<file path="src/rtl/uart_rx_byte_if.sv">
// Byte-receiver bundle: serial line and enable in, received byte and
// status pulses out. The receiver uses the slave view; whoever drives the
// line and consumes the bytes uses the master view.
interface uart_rx_byte_if;
  logic       RxEn;      // receive enable, 0 = idle/abort
  logic       Rx;        // asynchronous serial line, idle high, 8N1 LSB first
  logic [7:0] RxData;    // last correctly framed byte
  logic       RxDone;    // one-cycle pulse, RxData valid this cycle
  logic       FrameErr;  // one-cycle pulse, stop bit sampled low
  logic       RxBusy;    // receiver not in IDLE

  modport slave (
    input  RxEn,
    input  Rx,
    output RxData,
    output RxDone,
    output FrameErr,
    output RxBusy
  );

  modport master (
    output RxEn,
    output Rx,
    input  RxData,
    input  RxDone,
    input  FrameErr,
    input  RxBusy
  );
endinterface

</file>
<file path="src/rtl/uart_rx_byte.sv">
// 8N1 UART byte receiver.
// The serial line is double-flopped before any decision is made. A falling
// edge in IDLE starts a frame; the start bit is re-checked half a bit later
// so that short glitches are dropped without any status pulse. From that
// mid-start point every data bit and the stop bit are sampled one full bit
// period apart, i.e. near the centre of each bit. A low stop bit raises a
// single FrameErr and parks the receiver in WAITHI until the line returns
// high, so a held-low break reports exactly one error.
// RxData only changes on a good frame (or reset) and is held otherwise.
module uart_rx_byte #(
  parameter int unsigned CLKS_PER_BIT = 434  // clk cycles per bit, 4..65535
) (
  input  logic          clk,
  input  logic          Rst,   // synchronous, active-high
  uart_rx_byte_if.slave rx_if
);

  // Count at which the start bit is re-checked (middle of the start bit).
  localparam logic [15:0] HALF_CNT = 16'(CLKS_PER_BIT / 2 - 1);
  // Count at which data and stop bits are sampled (one bit after last sample).
  localparam logic [15:0] FULL_CNT = 16'(CLKS_PER_BIT - 1);

  typedef enum logic [2:0] {
    ST_IDLE   = 3'd0,
    ST_START  = 3'd1,
    ST_DATA   = 3'd2,
    ST_STOP   = 3'd3,
    ST_WAITHI = 3'd4
  } state_t;

  // Synchronizer flops; both reset high to match the idle line level.
  logic        rx_meta_q;
  logic        rx_sync_q;

  // Receiver state.
  state_t      state_q;
  logic [15:0] cnt_q;
  logic [2:0]  bit_idx_q;
  logic [7:0]  shift_q;

  // Registered outputs.
  logic [7:0]  rx_data_q;
  logic        rx_done_q;
  logic        frame_err_q;

  // Combinational helpers derived from the registers.
  logic        rx_s;        // synchronized line value used for every decision
  logic [15:0] cnt_d;       // counter value for the "keep counting" case
  logic        half_hit_d;  // start-bit re-check point reached
  logic        full_hit_d;  // data/stop sample point reached

  assign rx_s       = rx_sync_q;
  assign cnt_d      = cnt_q + 16'd1;
  assign half_hit_d = (cnt_q == HALF_CNT);
  assign full_hit_d = (cnt_q == FULL_CNT);

  // Two-flop synchronizer bringing the asynchronous line into the clk domain.
  always_ff @(posedge clk) begin
    if (Rst) begin
      rx_meta_q <= 1'b1;
      rx_sync_q <= 1'b1;
    end else begin
      rx_meta_q <= rx_if.Rx;
      rx_sync_q <= rx_meta_q;
    end
  end

  // Frame FSM: bit timing, data capture, output byte and status pulses.
  always_ff @(posedge clk) begin
    if (Rst) begin
      state_q     <= ST_IDLE;
      cnt_q       <= 16'd0;
      bit_idx_q   <= 3'd0;
      shift_q     <= 8'h00;
      rx_data_q   <= 8'h00;
      rx_done_q   <= 1'b0;
      frame_err_q <= 1'b0;
    end else begin
      // Pulses last exactly one cycle unless re-armed below.
      rx_done_q   <= 1'b0;
      frame_err_q <= 1'b0;

      if (!rx_if.RxEn) begin
        // Abort: drop any frame in progress, keep the last good byte.
        state_q   <= ST_IDLE;
        cnt_q     <= 16'd0;
        bit_idx_q <= 3'd0;
      end else begin
        case (state_q)
          ST_IDLE: begin
            cnt_q     <= 16'd0;
            bit_idx_q <= 3'd0;
            if (!rx_s) begin
              state_q <= ST_START;
            end else begin
              state_q <= ST_IDLE;
            end
          end

          ST_START: begin
            if (half_hit_d) begin
              cnt_q     <= 16'd0;
              bit_idx_q <= 3'd0;
              if (!rx_s) begin
                state_q <= ST_DATA;
              end else begin
                // Line went back high: treat as a glitch, no pulse.
                state_q <= ST_IDLE;
              end
            end else begin
              cnt_q <= cnt_d;
            end
          end

          ST_DATA: begin
            if (full_hit_d) begin
              shift_q[bit_idx_q] <= rx_s;
              cnt_q              <= 16'd0;
              if (bit_idx_q == 3'd7) begin
                bit_idx_q <= 3'd0;
                state_q   <= ST_STOP;
              end else begin
                bit_idx_q <= bit_idx_q + 3'd1;
              end
            end else begin
              cnt_q <= cnt_d;
            end
          end

          ST_STOP: begin
            if (full_hit_d) begin
              cnt_q <= 16'd0;
              if (rx_s) begin
                // Good frame: publish the byte together with the pulse.
                rx_data_q <= shift_q;
                rx_done_q <= 1'b1;
                state_q   <= ST_IDLE;
              end else begin
                // Bad stop bit: report once, then wait for the line to idle.
                frame_err_q <= 1'b1;
                state_q     <= ST_WAITHI;
              end
            end else begin
              cnt_q <= cnt_d;
            end
          end

          ST_WAITHI: begin
            cnt_q <= 16'd0;
            if (rx_s) begin
              state_q <= ST_IDLE;
            end else begin
              state_q <= ST_WAITHI;
            end
          end

          default: begin
            state_q   <= ST_IDLE;
            cnt_q     <= 16'd0;
            bit_idx_q <= 3'd0;
          end
        endcase
      end
    end
  end

  assign rx_if.RxData   = rx_data_q;
  assign rx_if.RxDone   = rx_done_q;
  assign rx_if.FrameErr = frame_err_q;
  assign rx_if.RxBusy   = (state_q != ST_IDLE);

endmodule
</file>
<file path="src/flat_wrapper.sv">
// flat-port wrapper written by rule: the top's interface ports become plain ports
module uart_rx_byte_flat 
#(
  parameter int unsigned CLKS_PER_BIT = 434                                 
)
  (clk, Rst, rx_if_RxEn, rx_if_Rx, rx_if_RxData, rx_if_RxDone, rx_if_FrameErr, rx_if_RxBusy);
  uart_rx_byte_if rx_if_i ();
  input  logic clk;
  input  logic Rst;
  input wire logic [$bits(rx_if_i.RxEn)-1:0] rx_if_RxEn;
  input wire logic [$bits(rx_if_i.Rx)-1:0] rx_if_Rx;
  output wire logic [$bits(rx_if_i.RxData)-1:0] rx_if_RxData;
  output wire logic [$bits(rx_if_i.RxDone)-1:0] rx_if_RxDone;
  output wire logic [$bits(rx_if_i.FrameErr)-1:0] rx_if_FrameErr;
  output wire logic [$bits(rx_if_i.RxBusy)-1:0] rx_if_RxBusy;
  assign rx_if_i.RxEn = rx_if_RxEn;
  assign rx_if_i.Rx = rx_if_Rx;
  assign rx_if_RxData = rx_if_i.RxData;
  assign rx_if_RxDone = rx_if_i.RxDone;
  assign rx_if_FrameErr = rx_if_i.FrameErr;
  assign rx_if_RxBusy = rx_if_i.RxBusy;
  uart_rx_byte #(.CLKS_PER_BIT(CLKS_PER_BIT)) u_core (.clk(clk), .Rst(Rst), .rx_if(rx_if_i));
endmodule
</file>
<file path="config.mk">
export PLATFORM = sky130hd
export DESIGN_NAME = uart_rx_byte_flat
export DESIGN_NICKNAME = d
export VERILOG_FILES = /design/src/rtl/uart_rx_byte_if.sv /design/src/rtl/uart_rx_byte.sv /design/src/flat_wrapper.sv
export SDC_FILE = /design/constraint.sdc
export NUM_CORES = 1
export LEC_CHECK = 0
export CORE_ASPECT_RATIO = 0.8
export CORE_UTILIZATION = 51
export CTS_CLUSTER_SIZE = 30
export DETAILED_ROUTE_END_ITERATION = 10
export PLACE_DENSITY = 0.75
export SYNTH_ARGS = -nofsm -noshare
export SYNTH_HDL_FRONTEND = slang
export SYNTH_SLANG_ARGS = --single-unit
</file>
<file path="constraint.sdc">
create_clock -name clk -period 2.35 [get_ports clk]
set_clock_uncertainty 0.2 [all_clocks]
set_input_delay 0.47 -clock clk [delete_from_list [all_inputs] [get_ports clk]]
set_output_delay 0.47 -clock clk [all_outputs]
set_load 0.02 [all_outputs]
</file>
==> metrics.cfg <==
[setup_path]
critPathSlowestCell = or4_4
path_delay_family = simple AND/OR/NAND/NOR gates
cp-start-kind = flip-flop
cpPeakStageDelay_ns = 0.57
crit_type = flip-flop to flip-flop
path_cells = or4_4 > or4_4 > a21oi_1 > or3_4 > buf_12 > nor2_1
path_max_fanout = 16
cpMostUsedCell = or4_4
crit_buf_inv = 1
critPathRequiredTime_ns = 2.33
cp.arrival_ns = 2.25
endpoint_kind = flip-flop

[floorplan]
dieArea_mm2 = 0.00408
ios = 15
die_h_um = 57.4
initial_core_util = 0.551
row_count = 19
die_w_um = 71.2
core_mm2 = 0.00354

[layout]
fin_nets = 254
fin_util = 0.655
antennaDiodeCount = 0
area_delta_synth_final_pct = 18.8
regArea_um2 = 841
fin_area_mm2 = 0.00232
nFillCells = 305
multi_input_area_mm2 = 0.00105
drive_above_1_share = 0.159

[sta]
finalCritPeriodShare = 0.965
finalCriticalPeriod_ns = 2.27
fmax_mhz = 441
tightest_slew_ns = 0.609
setup_viol = 0
finalMaxSlewViolations = 0
slew_headroom = 0.591
rsz0062_at_grt = yes
hold_ws_ns = 0.217
hold_viol_final = 0

[yosys]
syn-num-nets = 226
synthAdderAreaFrac = 0.0320
ys_types = 42
yosysWarningCount = 0
yosys.area_share.simple = 0.317
netlist_top_cells_area = dfxtp_1 43%, nor2_1 4.2%, mux2i_1 4.1%
yosys.area.top_type = dfxtp_1
synth_mux_area_frac = 0.0410
ys_seq_elements = 42
synth.most_common_cell = dfxtp_1
yosysSeqAreaShare = 0.430
synth_top_family_by_area = simple AND/OR/NAND/NOR gates
synthArstFlopShare = 0
syn_avg_cell_area_um2 = 9.00
synth-compound-area-share = 0.0769
synth_top_area_frac = 0.430
synth_xor_area_frac = 0.0628
synth_top_flop_cell = dfxtp_1
synthTopCellsByCount = 42 x dfxtp_1, 22 x nor2_1, 21 x nand2_1, 16 x nand3_1, 11 x a21oi_1
synth_edf_count = 0
postSynthCellCount = 217
synth_area_mm2 = 0.00195

[routing]
drtIter0Drc = 92
wl_per_cell_um = 12.9
postRouteWirelength_um = 3710
ant_nets = 0
viasPerCell = 5.33
post-route-drc-count = 0
first_pass_iters = 4
dr_total_vias = 1534

[grt]
grt_antenna_before_repair = 0
grtUsageTotal = 0.200
grt_pass1_vias = 1406
grt_overflow = 0
grt_pass1_wl_um = 6250
grt_start_max_net_pins = 22

[pwr]
ir_drop_mv = 0.317
p_leak_nw = 0.827
p_per_area_mw_per_mm2 = 523
power_mw = 1.21

[clock_tree]
h-tree-depth = 2
cts.sinks = 42
cts_root_buf = clkbuf_8
cts_tree = built
numCtsBuffers = 5
worst_skew_pair.late_latency_ns = 0.28
clk_pin_slew_ns = 0.07
clock_path_buffers = 2

[hold_path]
worstHoldPathType = flip-flop to flip-flop

[place]
place_area_mm2 = 0.00221
portBuffers = 14
place_hpwl_um = 2730
globalplace.congestion = 0.879

[flow_run]
maxCapViolCount = 0

[status]
status = complete, no violations

sequential cells by signal (all words and copies together), names as in the netlist:
name                   count
u_core.cnt_q              16
u_core.rx_if.RxData        8
u_core.shift_q             8
u_core.bit_idx_q           3
u_core.state_q             3
u_core.rx_if.FrameErr      1
u_core.rx_if.RxDone        1
u_core.rx_meta_q           1
u_core.rx_s                1
report_power, final:
part	switching, mW	total [mW]	internal, mW
sequential	0.00213	0.715	0.713
combinational	0.0192	0.0364	0.0173
clock	0.225	0.462	0.237
stage by stage:
step / cells / worst slack (ns) / TNS (ns)
finish: 288 / 0.0824 / 0
global placement: 279 / 0.0446 / 0
floorplan: 217 / 0.0889 / 0
global route: 288 / -0.0229 / -0.199
CTS: 287 / 0.0450 / 0
detailed placement: 279 / 0.0651 / 0
metal layers:
metal  vias to the layer above  global-route usage  wire (um)
met5                         -                   0          0
met4                         0              0.0514         18
met3                         2              0.0530        145
met2                        27               0.291       1520
met1                       698               0.295       2030
li1                        807                   -          -
area by class of cell:
cell class | instances | area share
timing repair buffer | 29 | 0.114
clock inverter | 1 | 0.00216
tap | 42 | 0.0226
multi-input combinational | 161 | 0.452
sequential | 42 | 0.362
clock buffer | 7 | 0.0372
inverter | 6 | 0.00970
what timing repair did:
action,4_1_cts,5_1_grt
setup buffers,0,1
gates resized for setup,0,3
endpoints found under the hold margin,0,0
hold buffers,0,0
endpoints found under the setup margin,0,22
path summary, 6_finish.rpt:
path                                        from  cells after the start              end  slack [ns]
worst max register to register  u_core.cnt_q[13]                      6  u_core.cnt_q[6]        0.08
worst max-delay path            u_core.cnt_q[13]                      6  u_core.cnt_q[6]        0.08
worst min-delay path            u_core.rx_meta_q                      1      u_core.rx_s        0.22
worst min register to register  u_core.rx_meta_q                      1      u_core.rx_s        0.22
cell usage in the layout, fill, tap and decap left out, types with 2 or more instances in the layout:
cell type	n
xor2_1	7
nor2_1	22
o21ai_0	3
ha_1	5
o31ai_1	2
nor2b_1	3
nand3_1	16
and3_1	5
nand2_1	21
clkdlybuf4s50_1	14
a21oi_1	10
xnor2_1	7
clkbuf_8	6
nand3b_1	4
dfxtp_1	42
nor3_1	4
a211oi_1	2
mux2i_1	8
nand4b_1	2
nor4_1	4
nand2b_1	10
or4_4	3
or2_2	2
nand4_1	3
buf_4	14
nor2_2	2
inv_1	6
kinds of logic after synthesis:
family          Yosys count
mux                       8
buf+inv                  14
xor+xnor                 14
flops                    42
fa+ha+maj                 5
simple gates            111
compound gates           23
(Power assumes the default switching activity.)
